==> src/rtl/imem_fetch_sequencer.sv <==
// imem_fetch_sequencer: PC owner and fetch front end for a registered-read instruction memory, with a 1-entry skid buffer toward decode.
// Optional macro HALT_ON_ZERO_EN: stop fetching after an accepted all-zero word (not at RESET_PC).
module imem_fetch_sequencer #(
    parameter logic [31:0] RESET_PC = 32'd0,
    parameter logic [31:0] PC_STEP  = 32'd1
) (
    input  logic        clk,
    input  logic        rst,
    input  logic        fetch_en,
    output logic [31:0] imem_addr,
    input  logic [31:0] imem_instr,
    input  logic        br_taken,
    input  logic [31:0] br_target,
    output logic        if_valid,
    input  logic        id_ready,
    output logic [31:0] if_instr,
    output logic [31:0] if_pc,
    output logic        halted
);
    logic [31:0] fetch_pc;
    logic        req_v;
    logic [31:0] req_pc;
    logic        skid_v;
    logic [31:0] skid_instr;
    logic [31:0] skid_pc;
    logic        if_valid_raw;
    logic        run;
    logic        issue;

`ifdef HALT_ON_ZERO_EN
    typedef enum logic {RUN, HALT} state_t;
    state_t state;
    logic   halt_hit;
    assign run      = state == RUN;
    assign halted   = state == HALT;
    assign halt_hit = if_valid && id_ready && if_instr == 32'h0 && if_pc != RESET_PC;
`else
    assign run    = 1'b1;
    assign halted = 1'b0;
`endif

    assign imem_addr    = fetch_pc;
    assign if_valid_raw = req_v || skid_v;
    assign if_valid     = if_valid_raw && !br_taken;
    assign issue        = run && fetch_en && !br_taken && (id_ready || !if_valid_raw);
    assign if_instr     = !if_valid ? 32'h0 : skid_v ? skid_instr : imem_instr;
    assign if_pc        = !if_valid ? 32'h0 : skid_v ? skid_pc : req_pc;

    // PC advance, in-flight request tracking, skid capture/drain; redirect overrides everything
    always_ff @(posedge clk or posedge rst) begin
        if (rst) begin
            fetch_pc   <= RESET_PC;
            req_v      <= 1'b0;
            req_pc     <= 32'h0;
            skid_v     <= 1'b0;
            skid_instr <= 32'h0;
            skid_pc    <= 32'h0;
`ifdef HALT_ON_ZERO_EN
            state      <= RUN;
`endif
        end else if (br_taken) begin
            fetch_pc <= br_target;
            req_v    <= 1'b0;
            skid_v   <= 1'b0;
`ifdef HALT_ON_ZERO_EN
            state    <= RUN;
`endif
        end else begin
            req_v <= issue;
            if (issue) begin
                fetch_pc <= fetch_pc + PC_STEP;
                req_pc   <= fetch_pc;
            end
            if (req_v && !id_ready) begin
                skid_v     <= 1'b1;
                skid_instr <= imem_instr;
                skid_pc    <= req_pc;
            end else if (skid_v && id_ready) begin
                skid_v <= 1'b0;
            end
`ifdef HALT_ON_ZERO_EN
            if (halt_hit) begin
                state  <= HALT;
                req_v  <= 1'b0;
                skid_v <= 1'b0;
            end
`endif
        end
    end
endmodule
==> config.mk <==
export PLATFORM = sky130hd
export DESIGN_NAME = imem_fetch_sequencer
export DESIGN_NICKNAME = d
export VERILOG_FILES = /design/src/rtl/imem_fetch_sequencer.sv
export SDC_FILE = /design/constraint.sdc
export NUM_CORES = 1
export LEC_CHECK = 0
export ABC_CLOCK_PERIOD_IN_PS = 5300
export CAP_MARGIN = 20
export CORE_MARGIN = 5
export CORE_UTILIZATION = 50
export CTS_BUF_LIST = sky130_fd_sc_hd__clkbuf_8 sky130_fd_sc_hd__clkbuf_16
export DETAILED_ROUTE_END_ITERATION = 10
export PLACE_DENSITY = 0.93
export SYNTH_ARGS = -nofsm -noshare
export SYNTH_HDL_FRONTEND = slang
export SYNTH_SLANG_ARGS = --single-unit
==> constraint.sdc <==
create_clock -name clk -period 5.3 [get_ports clk]
set_clock_uncertainty 0.2 [all_clocks]
set_input_delay 0.53 -clock clk [delete_from_list [all_inputs] [get_ports clk]]
set_output_delay 0.53 -clock clk [all_outputs]
set_load 0.01 [all_outputs]
==> results of run 1 <==
critical path, cell delays in order, from the launching register on:
cell and delay (ns):
dfrtp_4 0.76, buf_4 0.64, mux2i_1 0.18, nor2_1 0.14, clkdlybuf4s50_1 0.58
cells by family after synthesis:
| family | count (synthesis) | synth area share, % |
|---|---|---|
| simple gates | 203 | 15.6 |
| mux | 161 | 25.9 |
| flops | 130 | 48.6 |
| compound gates | 56 | 5.50 |
| buf+inv | 48 | 3.25 |
| xor+xnor | 7 | 0.916 |
| fa+ha+maj | 1 | 0.187 |
| other cells | 1 | 0.0560 |
through the flow:
step / std cells / worst slack [ns] / area (sq um) / total power, W / util, %
after global routing: 946 / 1.70 / 9110 / 0.00349 / 69.0
final: 946 / 1.85 / 9110 / 0.00334 / 69.0
after floorplan: 607 / 1.10 / 6690 / 0.00176 / -
after detailed placement: 915 / 2.01 / 8450 / 0.00205 / 64.1
after global placement: 915 / 2.11 / 8450 / 0.00199 / 64.1
after CTS: 946 / 1.80 / 9110 / 0.00335 / 69.0
per-layer routing:
metal	vias to the layer above	GRT usage, %
met5	-	0
met4	0	9.12
met3	43	5.72
met2	290	37.4
met1	2707	29.1
li1	2478	-
cells in the mapped netlist (all sizes together) (2+ instances only):
cell type | count | area share [%]
and4 | 9 | 1.2
and2 | 4 | 0.39
xor2 | 5 | 0.65
or3b | 2 | 0.26
nand3 | 27 | 2.0
nand4b | 2 | 0.26
nand4 | 15 | 1.7
a211o | 3 | 0.39
or4 | 2 | 0.22
buf | 30 | 2.2
mux2i | 65 | 9.7
and3 | 2 | 0.19
clkbuf | 10 | 0.56
nor4 | 5 | 0.92
nor3b | 3 | 0.34
mux2 | 96 | 16
or3 | 3 | 0.28
a31oi | 5 | 0.47
a22oi | 7 | 0.79
o211ai | 3 | 0.34
xnor2 | 2 | 0.26
a21oi | 5 | 0.37
o211a | 2 | 0.30
nor2 | 83 | 4.7
inv | 8 | 0.45
o21ai | 22 | 1.6
nor3 | 8 | 0.60
nand2 | 30 | 1.7
dfrtp | 130 | 49
a311o | 3 | 0.45
nor2b | 7 | 0.65
placed cells by master, fill, tap and decap left out, drive strengths merged, types with 9 or more instances in the layout:
cell type      instances
and4                   9
mux2i                 65
o21ai                 22
clkbuf                19
nor2                  83
dfrtp                130
mux2                  96
inv                    9
clkdlybuf4s50        164
nand2                 30
nand3                 27
nand4                 15
flip-flops by register name, summed over array words and instances (netlist names):
signal,count
skid_v,1
req_v,1
req_pc,32
imem_addr,32
skid_pc,32
skid_instr,32
layout make-up:
type | instances | area [sq um]
fill | 900 | 4080
clock buffer | 19 | 453
sequential | 130 | 3260
timing repair buffer | 172 | 1700
inverter | 8 | 32.5
tap | 176 | 220
clock inverter | 12 | 204
multi-input combinational | 429 | 3240
final timing paths:
path                                   from        endpoint  slack [ns]  cells after the start
min in group asynchronous               rst  skid_instr[23]        0.44                      2
worst min register to register  skid_pc[30]     skid_pc[30]        0.30                      1
max in group asynchronous               rst  skid_instr[12]        3.49                      3
worst max-delay path                 skid_v       if_pc[14]        1.85                      4
worst min-delay path            skid_pc[30]     skid_pc[30]        0.30                      1
worst max register to register       skid_v       req_pc[4]        2.11                      4
where the power goes:
group	total [W]	internal (W)	switching, W
Clock	0.00130	0.000860	0.000437
Sequential	0.00142	0.00123	0.000187
Combinational	0.000622	0.000370	0.000252
==> impl_metrics.toml, run 1 <==
[floorplanning]
rows = 42
die_w_um = 126
coreArea_sq_um = 13200
dieHeight_um = 126
initial_core_util_pct = 50.7
io_pins = 167
die_area_sq_um = 15800

[finish]
diodes = 0
nets = 828
drive_gt1_share_pct = 19.1
area_delta_synth_final_pct = 36.1

[detailed_routing]
viasPerCell = 5.83
routed_wl_um = 18100
ant_nets = 0
drt-met1-wl_um = 7410
top_layer_used = "met4"
post_drt_wl_per_cell_um = 19.1
wl_met3_um = 1500
met2_length_um = 8690
drt-pass1-iter-count = 5
drcViolationCount = 0
vias = 5518
drt-initial-drc-count = 508

[cts]
cts-hold-fix-buffers = 0
cts_made_buffers = 17
clockBufferDepth = 2
htree_num_levels = 4
post_cts.repair.setup_buffers = 0
clk_latency_ns = 0.41
cts_sinks = 130
cts_resized = 0
cts_tree = "built"
root_buffer = "clkbuf_16"
cts.clk_slew.worst_paths_ns = 0.06

[sta]
timing.slew.headroom_pct = 36.0
finalCriticalPeriod_ns = 3.45
rsz0062_at_grt = "false"
setup_tns_ns = 0
drv_slew = 0
post-route-period-util_pct = 65.2
hold_viol = 0
worst_pin_slew_ns = 0.958
holdWs_ns = 0.301
finalSetupViolCount = 0
max_clock_freq_mhz = 290

[synthesis]
synthCells = 607
syn_avg_cell_area_sq_um = 11.0
yosysSeqAreaShare_pct = 48.6
netlist_area_sq_um = 6690
synth_edf_count = 0
synthFlopType = "dfrtp_1"
yosys_warnings = 0
synth.distinct_cells = 48
async_flop_share_pct = 100
synth.net_count = 677
ys_seq_elements = 130

[critical_path]
critPathArrivalTime_ns = 2.72
worstSetupPathType = "flop to output port"
worstPathRequired_ns = 4.57
crit_fanout = 40
end_kind = "output port"
start_kind = "flop"

[global_routing]
grt_usage_pct = 22.8
antenna_found_initial = 0
grt_max_degree = 68
overflow = 0
grt_pass1_vias = 5707
grt_pass1_wl_um = 29300

[power]
ir_drop_v = 0.000245
p_leak_nw = 3.58
power_density_nw_per_um2 = 366

[placed_design]
gp_congestion = 0.860
portBuffers = 165
dpl.hpwl_um = 12100

[job]
cap_violations = 0

[min_path]
worst_hold_path_type = "flop to flop"

[run_status]
status = "finished clean"
Power figures use the tool's default switching activity.
==> run 2, diff against run 1 <==
ABC_CLOCK_PERIOD_IN_PS = 3300   (was 5300)
clock period = 3.3 ns   (was 5.3 ns; I/O delays follow)
==> run 2 against run 1 <==
Sequential cell count is the same. Core utilization is 0.35 points higher. Cell count increased by 0.53%. Global-route usage rose by 0.61 points. Hold slack worse by 0.15 ns. Routed wire length grew 2.7%. Clock power grew 48%. Count of clock-buffer cells in the layout grew 2. Critical path depth stayed put. Critical path type unchanged.
==> impl_metrics.toml, run 2 (synthesized netlist as in run 1, its figures left out) <==
[run_status]
status = "finished clean"

[global_routing]
grt_pass1_vias = 5632
grt_pass1_wl_um = 30100
grt_usage_pct = 23.4
overflow = 0
grt_max_degree = 52
antenna_found_initial = 0

[finish]
drive_gt1_share_pct = 19.4
n_fill_cell = 915
layout_common_cells = "clkdlybuf4s50_1, dfrtp_1, mux2_2"
post-route-util_pct = 69.4
instances_no_fill = 951
nets = 833
diodes = 0
area_delta_synth_final_pct = 36.8
final_common_cell = "clkdlybuf4s50_1"

[cts]
cts_tree = "built"
clockBufferDepth = 2
cts_resized = 0
post_cts.repair.setup_buffers = 0
root_buffer = "clkbuf_16"
cts_sinks = 130
clk_latency_ns = 0.42
cts.clk_slew.worst_paths_ns = 0.06
cts-hold-fix-buffers = 0
cts_made_buffers = 17
htree_num_levels = 4

[floorplanning]
rows = 42
dieHeight_um = 126
die_w_um = 126
initial_core_util_pct = 50.7
coreArea_sq_um = 13200
die_area_sq_um = 15800
io_pins = 167

[sta]
finalSetupViolCount = 0
drv_slew = 0
post-route-period-util_pct = 89.7
setup_tns_ns = 0
hold_viol = 0
worst_pin_slew_ns = 0.650
timing.slew.headroom_pct = 56.7
finalCriticalPeriod_ns = 2.96
max_clock_freq_mhz = 338
rsz0062_at_grt = "false"

[detailed_routing]
post_drt_wl_per_cell_um = 19.5
viasPerCell = 5.92
drt-pass1-iter-count = 4
drcViolationCount = 0
vias = 5629
ant_nets = 0
drt-initial-drc-count = 418
routed_wl_um = 18600

[critical_path]
rr_endpoint = "req_pc[29]"
start_kind = "flop"
critPathArrivalTime_ns = 2.43
crit_path_start = "skid_v"
worstSetupPathType = "flop to output port"
worstPathRequired_ns = 2.77
reg2reg_setup_slack_ns = 0.74
crit_fanout = 51
r2r-start = "skid_v"
rr_worst_depth = 6
end_kind = "output port"

[power]
power_density_nw_per_um2 = 572
switching_share_pct = 26.6
seqPwrFrac_pct = 43.8
ir_drop_v = 0.000330
intPower_w = 0.00384
power_switching_w = 0.00139
comb_power_share_pct = 19.5
p_leak_nw = 3.59
clockPowerShare_pct = 36.8

[placed_design]
gp_congestion = 0.807
portBuffers = 165
dpl.hpwl_um = 12800
dp.cells = 920

[job]
cap_violations = 0

[min_path]
worst_hold_path_type = "primary input to async pin"
run 2: cell types whose count changed in the layout (fill, tap and decap cells not counted):
cell        delta
inv_6          -1
inv_4          -1
clkinvlp_4     +4
clkinv_2       -1
bufinv_16      -2
clkinv_4       -3
clkbuf_8       +2
buf_12         +4
inv_1          +2
buf_4          +1
run 2: critical path: stages (launching register included):
cell             delay, ns
dfrtp_4               0.63
o21ai_4               0.47
buf_12                0.29
nor2_1                0.10
clkdlybuf4s50_1       0.49
run 2: worst max-delay path by stage:
stage,endpoint,cells past startpoint
after floorplan,imem_addr[0],1
after global placement,req_pc[27],7
after detailed placement,req_pc[26],7
after CTS,if_instr[0],4
after global routing,if_pc[16],4
final,if_pc[2],4
run 2: layer usage:
layer  GRT usage, %  wire length (um)  vias to the layer above
met5              0                 0                        -
met2           37.2              8920                      307
met4           9.82               594                        0
met3           6.18              1550                       53
li1               -                 -                     2493
met1           30.6              7500                     2776
run 2: metrics by stage:
stage | setup WS (ns) | hold WS [ns] | power (W) | instance area, sq um
after floorplan | 1.16 | 0.196 | 0.00283 | 6700
after global placement | 0.681 | 0.288 | 0.00322 | 8540
after detailed placement | 0.583 | 0.296 | 0.00331 | 8540
after CTS | 0.329 | 0.153 | 0.00526 | 9150
after global routing | 0.245 | 0.198 | 0.00547 | 9150
final | 0.341 | 0.149 | 0.00523 | 9150
run 2: cell type report:
cell class                 instances  area, sq um  share of cell area (%)
multi-input combinational        429         3240                    35.4
clock buffer                      21          480                    5.25
tap                              176          220                    2.41
timing repair buffer             177         1790                    19.5
clock inverter                    10          134                    1.46
sequential                       130         3260                    35.6
inverter                           8         33.8                   0.369
run 2: power by group through the flow:
stage | Sequential (W) | Clock [W] | Combinational [W]
floorplan | 0.00221 | 0 | 0.000624
global placement | 0.00226 | 0 | 0.000968
detailed placement | 0.00230 | 0 | 0.00102
CTS | 0.00228 | 0.00195 | 0.00103
global route | 0.00233 | 0.00203 | 0.00111
finish | 0.00229 | 0.00192 | 0.00102
